--- config.mk ---
export PLATFORM = sky130hd
export DESIGN_NAME = multicycle_fsm
export DESIGN_NICKNAME = d
export VERILOG_FILES = /design/src/rtl/core_pkg.sv /design/src/rtl/imm_src_decoder.sv /design/src/rtl/multicycle_fsm.sv
export SDC_FILE = /design/constraint.sdc
export NUM_CORES = 1
export LEC_CHECK = 0
export CAP_MARGIN = 20
export CORE_MARGIN = 1.5
export CORE_UTILIZATION = 43
export DETAILED_ROUTE_END_ITERATION = 6
export PLACE_DENSITY = 0.86
export SYNTH_ARGS = -nofsm -noshare
export SYNTH_HDL_FRONTEND = slang
export SYNTH_SLANG_ARGS = --single-unit
--- constraint.sdc ---
create_clock -name i_clk -period 1.9 [get_ports i_clk]
set_input_delay 0.19 -clock i_clk [delete_from_list [all_inputs] [get_ports i_clk]]
set_output_delay 0.19 -clock i_clk [all_outputs]
set_load 0.005 [all_outputs]
--- src/rtl/core_pkg.sv ---
// Shared encodings for the multicycle RV32I core: sequencer states, opcodes,
// alu_op values and datapath mux selects.
package core_pkg;

    localparam int unsigned OP_W      = 7;
    localparam int unsigned ALU_OP_W  = 3;
    localparam int unsigned SRC_W     = 2;
    localparam int unsigned RES_W     = 2;
    localparam int unsigned IMM_SRC_W = 3;
    localparam int unsigned STATE_W   = 4;

    typedef enum logic [STATE_W-1:0] {
        S_FETCH    = 4'd0,
        S_DECODE   = 4'd1,
        S_MEMADR   = 4'd2,
        S_MEMREAD  = 4'd3,
        S_MEMWB    = 4'd4,
        S_MEMWRITE = 4'd5,
        S_EXECUTER = 4'd6,
        S_EXECUTEI = 4'd7,
        S_ALUWB    = 4'd8,
        S_BRANCH   = 4'd9,
        S_JALR     = 4'd10,
        S_JAL      = 4'd11,
        S_LUI      = 4'd12
    } t_state;

    localparam logic [OP_W-1:0] OP_LOAD   = 7'b0000011;
    localparam logic [OP_W-1:0] OP_STORE  = 7'b0100011;
    localparam logic [OP_W-1:0] OP_RTYPE  = 7'b0110011;
    localparam logic [OP_W-1:0] OP_ITYPE  = 7'b0010011;
    localparam logic [OP_W-1:0] OP_BRANCH = 7'b1100011;
    localparam logic [OP_W-1:0] OP_JAL    = 7'b1101111;
    localparam logic [OP_W-1:0] OP_JALR   = 7'b1100111;
    localparam logic [OP_W-1:0] OP_LUI    = 7'b0110111;
    localparam logic [OP_W-1:0] OP_AUIPC  = 7'b0010111;
    localparam logic [OP_W-1:0] OP_FENCE  = 7'b0001111;

    localparam logic [ALU_OP_W-1:0] ALU_OP_ADD    = 3'b000;
    localparam logic [ALU_OP_W-1:0] ALU_OP_BRANCH = 3'b001;
    localparam logic [ALU_OP_W-1:0] ALU_OP_RTYPE  = 3'b010;
    localparam logic [ALU_OP_W-1:0] ALU_OP_ITYPE  = 3'b011;

    localparam logic ADR_SRC_PC     = 1'b0;
    localparam logic ADR_SRC_ALUOUT = 1'b1;

    localparam logic [SRC_W-1:0] SRC_A_PC    = 2'b00;
    localparam logic [SRC_W-1:0] SRC_A_OLDPC = 2'b01;
    localparam logic [SRC_W-1:0] SRC_A_RS1   = 2'b10;

    localparam logic [SRC_W-1:0] SRC_B_RS2  = 2'b00;
    localparam logic [SRC_W-1:0] SRC_B_IMM  = 2'b01;
    localparam logic [SRC_W-1:0] SRC_B_FOUR = 2'b10;

    localparam logic [RES_W-1:0] RES_ALUOUT = 2'b00;
    localparam logic [RES_W-1:0] RES_DATA   = 2'b01;
    localparam logic [RES_W-1:0] RES_ALU    = 2'b10;
    localparam logic [RES_W-1:0] RES_IMM    = 2'b11;

    localparam logic [IMM_SRC_W-1:0] IMM_I = 3'b000;
    localparam logic [IMM_SRC_W-1:0] IMM_S = 3'b001;
    localparam logic [IMM_SRC_W-1:0] IMM_B = 3'b010;
    localparam logic [IMM_SRC_W-1:0] IMM_J = 3'b011;
    localparam logic [IMM_SRC_W-1:0] IMM_U = 3'b100;

endpackage

--- src/rtl/imm_src_decoder.sv ---
// Selects the immediate format from the opcode; independent of sequencer state.
module imm_src_decoder
    import core_pkg::*;
(
    input  logic [OP_W-1:0]      i_op,
    output logic [IMM_SRC_W-1:0] o_imm_src
);

    // R-type and unknown opcodes fall back to I format; their immediate is unused.
    always_comb begin
        o_imm_src = IMM_I;
        case (i_op)
            OP_STORE:           o_imm_src = IMM_S;
            OP_BRANCH:          o_imm_src = IMM_B;
            OP_JAL:             o_imm_src = IMM_J;
            OP_LUI, OP_AUIPC:   o_imm_src = IMM_U;
            default:            o_imm_src = IMM_I;
        endcase
    end

endmodule

--- src/rtl/multicycle_fsm.sv ---
// Main sequencer of the multicycle RV32I core: walks the shared datapath through
// fetch/decode/execute/memory/writeback, stalling in memory states until ready.
module multicycle_fsm
    import core_pkg::*;
(
    input  logic                 i_clk,
    input  logic                 i_rst,
    input  logic [OP_W-1:0]      i_op,
    input  logic                 i_branch_taken,
    input  logic                 i_mem_ready,
    output logic                 o_mem_req,
    output logic                 o_mem_we,
    output logic                 o_adr_src,
    output logic                 o_instr_we,
    output logic                 o_pc_we,
    output logic                 o_reg_we,
    output logic [SRC_W-1:0]     o_alu_src_a,
    output logic [SRC_W-1:0]     o_alu_src_b,
    output logic [ALU_OP_W-1:0]  o_alu_op,
    output logic [RES_W-1:0]     o_result_src,
    output logic [IMM_SRC_W-1:0] o_imm_src,
    output logic                 o_illegal_instr,
    output logic                 o_instr_done
);

    t_state state;
    t_state state_nxt;

    imm_src_decoder u_imm_src_decoder (
        .i_op      (i_op),
        .o_imm_src (o_imm_src)
    );

    always_ff @(posedge i_clk) begin
        if (i_rst) state <= S_FETCH;
        else       state <= state_nxt;
    end

    // Moore decode of state; only the memory-ready and branch-taken paths are Mealy.
    always_comb begin
        state_nxt       = state;
        o_mem_req       = 1'b0;
        o_mem_we        = 1'b0;
        o_adr_src       = ADR_SRC_PC;
        o_instr_we      = 1'b0;
        o_pc_we         = 1'b0;
        o_reg_we        = 1'b0;
        o_alu_src_a     = SRC_A_PC;
        o_alu_src_b     = SRC_B_RS2;
        o_alu_op        = ALU_OP_ADD;
        o_result_src    = RES_ALUOUT;
        o_illegal_instr = 1'b0;
        o_instr_done    = 1'b0;

        case (state)
            S_FETCH: begin
                o_mem_req    = 1'b1;
                o_adr_src    = ADR_SRC_PC;
                o_alu_src_a  = SRC_A_PC;
                o_alu_src_b  = SRC_B_FOUR;
                o_alu_op     = ALU_OP_ADD;
                o_result_src = RES_ALU;
                if (i_mem_ready) begin
                    o_instr_we = 1'b1;
                    o_pc_we    = 1'b1;
                    state_nxt  = S_DECODE;
                end
            end
            S_DECODE: begin
                o_alu_src_a = SRC_A_OLDPC;
                o_alu_src_b = SRC_B_IMM;
                o_alu_op    = ALU_OP_ADD;
                case (i_op)
                    OP_LOAD, OP_STORE: state_nxt = S_MEMADR;
                    OP_RTYPE:          state_nxt = S_EXECUTER;
                    OP_ITYPE:          state_nxt = S_EXECUTEI;
                    OP_BRANCH:         state_nxt = S_BRANCH;
                    OP_JAL:            state_nxt = S_JAL;
                    OP_JALR:           state_nxt = S_JALR;
                    OP_LUI:            state_nxt = S_LUI;
                    OP_AUIPC:          state_nxt = S_ALUWB;
                    OP_FENCE: begin
                        o_instr_done = 1'b1;
                        state_nxt    = S_FETCH;
                    end
                    default: begin
                        o_illegal_instr = 1'b1;
                        o_instr_done    = 1'b1;
                        state_nxt       = S_FETCH;
                    end
                endcase
            end
            S_MEMADR: begin
                o_alu_src_a = SRC_A_RS1;
                o_alu_src_b = SRC_B_IMM;
                o_alu_op    = ALU_OP_ADD;
                state_nxt   = (i_op == OP_STORE) ? S_MEMWRITE : S_MEMREAD;
            end
            S_MEMREAD: begin
                o_mem_req = 1'b1;
                o_adr_src = ADR_SRC_ALUOUT;
                if (i_mem_ready) state_nxt = S_MEMWB;
            end
            S_MEMWB: begin
                o_result_src = RES_DATA;
                o_reg_we     = 1'b1;
                o_instr_done = 1'b1;
                state_nxt    = S_FETCH;
            end
            S_MEMWRITE: begin
                o_mem_req = 1'b1;
                o_mem_we  = 1'b1;
                o_adr_src = ADR_SRC_ALUOUT;
                if (i_mem_ready) begin
                    o_instr_done = 1'b1;
                    state_nxt    = S_FETCH;
                end
            end
            S_EXECUTER: begin
                o_alu_src_a = SRC_A_RS1;
                o_alu_src_b = SRC_B_RS2;
                o_alu_op    = ALU_OP_RTYPE;
                state_nxt   = S_ALUWB;
            end
            S_EXECUTEI: begin
                o_alu_src_a = SRC_A_RS1;
                o_alu_src_b = SRC_B_IMM;
                o_alu_op    = ALU_OP_ITYPE;
                state_nxt   = S_ALUWB;
            end
            S_ALUWB: begin
                o_result_src = RES_ALUOUT;
                o_reg_we     = 1'b1;
                o_instr_done = 1'b1;
                state_nxt    = S_FETCH;
            end
            S_BRANCH: begin
                o_alu_src_a  = SRC_A_RS1;
                o_alu_src_b  = SRC_B_RS2;
                o_alu_op     = ALU_OP_BRANCH;
                o_result_src = RES_ALUOUT;
                o_pc_we      = i_branch_taken;
                o_instr_done = 1'b1;
                state_nxt    = S_FETCH;
            end
            S_JALR: begin
                o_alu_src_a = SRC_A_RS1;
                o_alu_src_b = SRC_B_IMM;
                o_alu_op    = ALU_OP_ADD;
                state_nxt   = S_JAL;
            end
            S_JAL: begin
                // PC takes the target from ALUOut while the ALU forms the link OldPC+4.
                o_alu_src_a  = SRC_A_OLDPC;
                o_alu_src_b  = SRC_B_FOUR;
                o_alu_op     = ALU_OP_ADD;
                o_result_src = RES_ALUOUT;
                o_pc_we      = 1'b1;
                state_nxt    = S_ALUWB;
            end
            S_LUI: begin
                o_result_src = RES_IMM;
                o_reg_we     = 1'b1;
                o_instr_done = 1'b1;
                state_nxt    = S_FETCH;
            end
            default: state_nxt = S_FETCH;
        endcase

        // Reset withdraws any outstanding request and blocks every write.
        if (i_rst) begin
            o_mem_req       = 1'b0;
            o_mem_we        = 1'b0;
            o_adr_src       = ADR_SRC_PC;
            o_instr_we      = 1'b0;
            o_pc_we         = 1'b0;
            o_reg_we        = 1'b0;
            o_alu_src_a     = SRC_A_PC;
            o_alu_src_b     = SRC_B_RS2;
            o_alu_op        = ALU_OP_ADD;
            o_result_src    = RES_ALUOUT;
            o_illegal_instr = 1'b0;
            o_instr_done    = 1'b0;
        end
    end

endmodule

* Yosys cells after proc, flatten, opt, wreduce, memory -nomap -nowiden
Index checks and enable logic that the tools add are counted.
Widths: inputs -> output; s select.
** Word-level totals
- Flip-flop bits (word level) :: 4
- Input bits :: 11
** Operators by class
- Equal/unequal tests :: 25
- Muxes and demuxes :: 34
- Reductions and logical operators :: 15
** Operator list (number)
- $pmux 4 s8 :: 1
- $pmux 4 s7 :: 1
- $eq 7x6->1 const B :: 3
- $eq 7x7->1 const B :: 3
- $eq 4x4->1 const B :: 5
- $mux 1 :: 17
- $eq 4x3->1 const B :: 4
- $eq 7x5->1 const B :: 2
- $mux 4 :: 3
- $pmux 2 s3 :: 2
- $pmux 3 s4 :: 1
- $reduce_or 10->1 :: 1
- $reduce_or 2->1 :: 5
- $reduce_or 3->1 :: 3
- $reduce_or 9->1 :: 1
- $eq 4x2->1 const B :: 2
- $pmux 2 s2 :: 2
- $reduce_or 4->1 :: 2
- $eq 7x2->1 const B :: 1
- $eq 7x4->1 const B :: 1
- $mux 2 :: 3
- $mux 3 :: 2
- $ne 2x2->1 const B :: 3
- $pmux 1 s3 :: 2
- other kinds (4) :: 4

* Logic depth before layout (Yosys ltp)
- Depth in word-level cells :: 5
- Mapped depth :: 6
- Gate-level depth less buffers :: 4

* Hierarchy
From an unflattened synthesis, not the netlist that was laid out.
** Unflattened totals
- Cells, all modules :: 123
- Area, all modules :: 817.0 um^2
** By module, submodules not included
- multicycle_fsm :: instances 1, cells an instance 115, area each 755.7 um^2, seq. area each 80.1 um^2
- imm_src_decoder :: instances 1, cells an instance 8, area each 61.3 um^2, seq. area each 0.0 um^2

* Worst setup path after synthesis
OpenSTA, ideal clock, no wires.
- Kind :: input-to-output
- Start point :: input i_op[3]
- End point :: output o_illegal_instr
- Arrival :: 1.269 ns
- Required time :: 1.710 ns
- Path slack :: 0.441 ns
- Stages on the path :: 5
- Path buffers :: 1
- Path through :: buf_2 nor2_1 and3_4 or4_4 a41oi_2
** Between the ends
- Cells in the longest elaborated chain, start to end :: 5
- Elaborated cells between the ends (all ways) :: 14
- Classes of those cells :: eq/ne (10); mux (3); reduce/logical (1)
** Ends and longest elaborated chain
- start, declared :: line multicycle_fsm.sv:8 : input logic [OP_W-1:0] i_op,
- $eq 7x6->1 (tied with other cells) :: line multicycle_fsm.sv:73 : case (i_op)
- $reduce_or 10->1 (no source line) (*)
- $mux 1 (*) :: line multicycle_fsm.sv:73
- $mux 1 (*) :: line multicycle_fsm.sv:55 : case (state)
- $mux 1 (*) :: line multicycle_fsm.sv:171 : if (i_rst) begin
- end, declared :: line multicycle_fsm.sv:22 : output logic o_illegal_instr,
Every way passes the cells marked *; elsewhere a longest branch is shown, timed or not.

* Final worst setup path
- Start point :: register state[3]
- End point :: output o_alu_op[0]
** Between the ends
- Cells in the longest elaborated chain, start to end :: 3
- Elaborated cells between the ends (all ways) :: 5
- Classes of those cells :: eq/ne (3); mux (2)
** Ends and longest elaborated chain
- start, declared :: line multicycle_fsm.sv:26 : t_state state;
- start signal, assigned :: line multicycle_fsm.sv:36 : else state <= state_nxt;
- $eq 4x4->1 / $eq 4x3->1 (equally long branches) :: line multicycle_fsm.sv:55
- $pmux 2 s3 (*) :: line multicycle_fsm.sv:55
- $mux 3 (*) :: line multicycle_fsm.sv:171
- end, declared :: line multicycle_fsm.sv:19 : output logic [ALU_OP_W-1:0] o_alu_op,
Marks and branches as above.

==> summary by stage <==
Logic synthesis
The post-synthesis register bit count is 4. The number of flops mapped to enable cells by yosys is 0. The number of different library cells used by synthesis comes to 47. The post-synthesis cell area is roughly 770 um2. After synthesis, the mean cell area works out to 6.46 um2. Summing the sequential cell areas from Yosys gives 10.4% of the chip area. The share of synthesized flip-flops with an asynchronous set or reset is 0%.

Synthesis produced 119 cells. The yosys synthesis warning count is 0. The number of nets in the synthesized netlist is 130.

The predominant post-synthesis flop cell is sky130_fd_sc_hd__dfxtp_1.

Timing
Based on the critical path, the design can be clocked at up to 519 MHz. After layout, the worst setup slack is -0.0266 ns. The final clock period utilization by the worst path is 101%. On the final layout, the worst clock skew is between 0.01 and 0.015 ns. The max-slew violation count is 0.

Setup repair after global routing could not meet its margin everywhere. The number of failing hold endpoints at the final stage is 0. The final critical delay including setup and external delays is approximately 1.9 ns. The setup violation total in the final timing report is 1.

Placed design
The global placement routability congestion is 0.917. The total placed instance area is 0.00126 mm2. The count of input and output buffers is 29.

The wire-length estimate of the detail-placed layout is approximately 2200 um.

Routing
The number of iterations in the first detailed-routing pass is 5. The post-route antenna net violation count is 0. The sum of routed wire length over all layers is 4250 um.

The detailed router finished its first iteration with 117 violations. The average routed wire per standard cell is 19.8 um. The number of vias in the routed layout is 1378. The DRC violations left is 0. Using the TritonRoute via totals, the vias-per-cell ratio works out to 6.44.

Global routing
The initial antenna violation count is 0. The first global-routing pass estimated 6210 um of wire. The via count of the first global-routing pass is 1280. Entering global routing, the biggest net connects 16 pins.

The total congestion overflow after global routing is 0. Global routing used 42.2% of the available tracks.

Worst setup path
The type of the worst setup path is flop to output pin. Across all register-to-register paths, the minimum setup slack is 0.15 ns. The worst reg2reg path depth is 9.

At the worst endpoint, the required time is 1.71 ns. Data arrives at the worst endpoint at 1.74 ns. STA classifies the critical path startpoint as a flop.

STA classifies the critical path endpoint as an output pin. In this run the worst path has a maximum fanout of 9.

Hold path
Counting instances, the worst hold path has a depth of 4. In this run the worst hold path is classified as primary input to flop.

Final layout
0 antenna diodes ended up in the layout. The largest registers in the layout are state x4. The area growth from synthesis to layout is 102%. The register with the most flip-flops in the layout has 4 of them.

In the final design database the tool counted 202 nets. Leaving out fill and tap cells, the most frequent cell in the layout is sky130_fd_sc_hd__buf_4. For this run, the share of the core covered by cells in the final layout is about nine tenths. The post-route cell area is 0.00155 mm2. Leaving out fill and tap cells, the most frequent cells in the layout are sky130_fd_sc_hd__buf_4 (44), sky130_fd_sc_hd__dlygate4sd2_1 (14), sky130_fd_sc_hd__nor2_1 (9).

Ranked by flip-flop count, first place goes to state. Cells with a size suffix above 1 make up 41.8% of the layout.

Clock tree
The worst-case clock buffer depth is 2. The tree is rooted in a sky130_fd_sc_hd__clkbuf_4. TritonCTS built the clock tree. The post-cts hold buffer count is 0. The clock reaches the later pin of the worst-skew pair after 0.26 ns. The number of buffers inserted during clock tree synthesis is 3. In this run the number of H-tree levels came out at 1. After clock tree synthesis, the clock-pin slew on the worst setup and hold paths is roughly 0.05 ns. Clock tree synthesis found a total of 4 sinks.

Floorplan
The full die area is between 0.002 and 0.0025 mm2. Once the floorplan was initialized, standard cells occupied 45.0% of the core. Measured along the x axis, the die boundary spans ~45 um. The total area inside the core boundary comes to about 0.0017 mm2. After floorplanning, the core was divided into 15 placement rows. The number of placed I/O pins is 31. The overall die height is 45.3 um.

Status
The flow ran to the end, but the final reports show violations. The final reports fail on negative setup slack.

Power and ir drop
The leakage power is 0.779 nW. The maximum vdd ir drop is between 0.0003 and 0.0004 V. The total power density per cell area is about 300 mW/mm2. The total power is 0.000464 W.

Job
The tool flagged a number of max-cap violations equal to 0.
## what timing repair did
action / 4_1_cts / 5_1_grt
buffers inserted: 14 / 6
resized for setup: 41 / 19
endpoints found under the setup margin: 16 / 10
cloned: 1 / 0
pin swaps: 3 / 3
## cell type report
type / count / area, um2
Inverter: 7 / 30.0
Tap cell: 25 / 31.3
Multi-Input combinational cell: 97 / 706
Sequential cell: 4 / 85.1
Timing Repair Buffer: 78 / 679
Clock buffer: 3 / 22.5
Fill cell: 78 / 154
## final timing paths
| path | start | to |
|---|---|---|
| setup reg to reg | state[3] | state[0] |
| hold reg to reg | state[0] | state[2] |
| hold / removal | i_op[2] | state[0] |
| setup / recovery | state[3] | o_alu_op[0] |
## kinds of logic after synthesis
logic type             count (synthesis)  share of synthesized area, %
AO/OA/AOI/OAI                         39                          35.5
XOR/XNOR                               1                          1.14
buffers and inverters                 18                          9.61
flip-flops                             4                          10.4
multiplexers                           1                          1.30
other                                  1                         0.488
AND/OR/NAND/NOR                       55                          41.5
## critical path, cell delays in order (launching register included)
cell and delay [ns]:
sky130_fd_sc_hd__dfxtp_2 0.39, sky130_fd_sc_hd__buf_8 0.15, sky130_fd_sc_hd__inv_1 0.09, sky130_fd_sc_hd__nor2_4 0.12
sky130_fd_sc_hd__mux2i_1 0.10, sky130_fd_sc_hd__nor2_1 0.11, sky130_fd_sc_hd__clkdlybuf4s50_1 0.51
## per-stage QoR
| step | hold slack [ns] | setup TNS, ns | setup slack [ns] | cells |
|---|---|---|---|---|
| 6_report | 0.590 | -0.0266 | -0.0266 | 214 |
| 5_1_grt | 0.603 | -0.202 | -0.157 | 214 |
| 4_1_cts | 0.583 | 0 | 0.00662 | 208 |
| 3_5_place_dp | 0.703 | -1.46 | -0.526 | 190 |
| 3_3_place_gp | 0.698 | -1.31 | -0.484 | 190 |
| 2_1_floorplan | 0.267 | 0 | 0.441 | 119 |
## power by group
group	internal, W	switching, W	total (W)	leakage, nW
Clock	0.0000720	0.0000541	0.000126	0.0138
Combinational	0.000123	0.000122	0.000245	0.731
Sequential	0.0000879	0.00000446	0.0000923	0.0344
## metal layers
metal	track usage [%]	vias up	part of all wire [%]
met5	0	-	0
met4	23.5	0	6.8
met3	7.60	41	10
met2	76.9	132	47
met1	45.1	620	36
li1	-	585	-
## synthesized netlist by cell type (2+ instances only)
cell | instances | area (um2)
sky130_fd_sc_hd__inv_1 | 7 | 26.3
sky130_fd_sc_hd__a211oi_1 | 3 | 22.5
sky130_fd_sc_hd__nor4_1 | 4 | 25.0
sky130_fd_sc_hd__a21oi_1 | 5 | 25.0
sky130_fd_sc_hd__o21a_1 | 2 | 15.0
sky130_fd_sc_hd__nor3_1 | 6 | 30.0
sky130_fd_sc_hd__nand2_1 | 5 | 18.8
sky130_fd_sc_hd__buf_1 | 2 | 7.51
sky130_fd_sc_hd__a31oi_1 | 2 | 12.5
sky130_fd_sc_hd__nand3b_1 | 2 | 15.0
sky130_fd_sc_hd__nand3_1 | 6 | 30.0
sky130_fd_sc_hd__and3_4 | 2 | 22.5
sky130_fd_sc_hd__o31ai_1 | 2 | 15.0
sky130_fd_sc_hd__a22oi_1 | 2 | 15.0
sky130_fd_sc_hd__o21ai_0 | 10 | 50.1
sky130_fd_sc_hd__nand2b_1 | 2 | 12.5
sky130_fd_sc_hd__nor2_1 | 13 | 48.8
sky130_fd_sc_hd__clkbuf_1 | 6 | 22.5
sky130_fd_sc_hd__nor2b_1 | 5 | 31.3
sky130_fd_sc_hd__buf_2 | 2 | 10.0
sky130_fd_sc_hd__dfxtp_1 | 4 | 80.1
sky130_fd_sc_hd__o22ai_1 | 2 | 12.5
No activity file was read; power rests on OpenSTA's default activity.
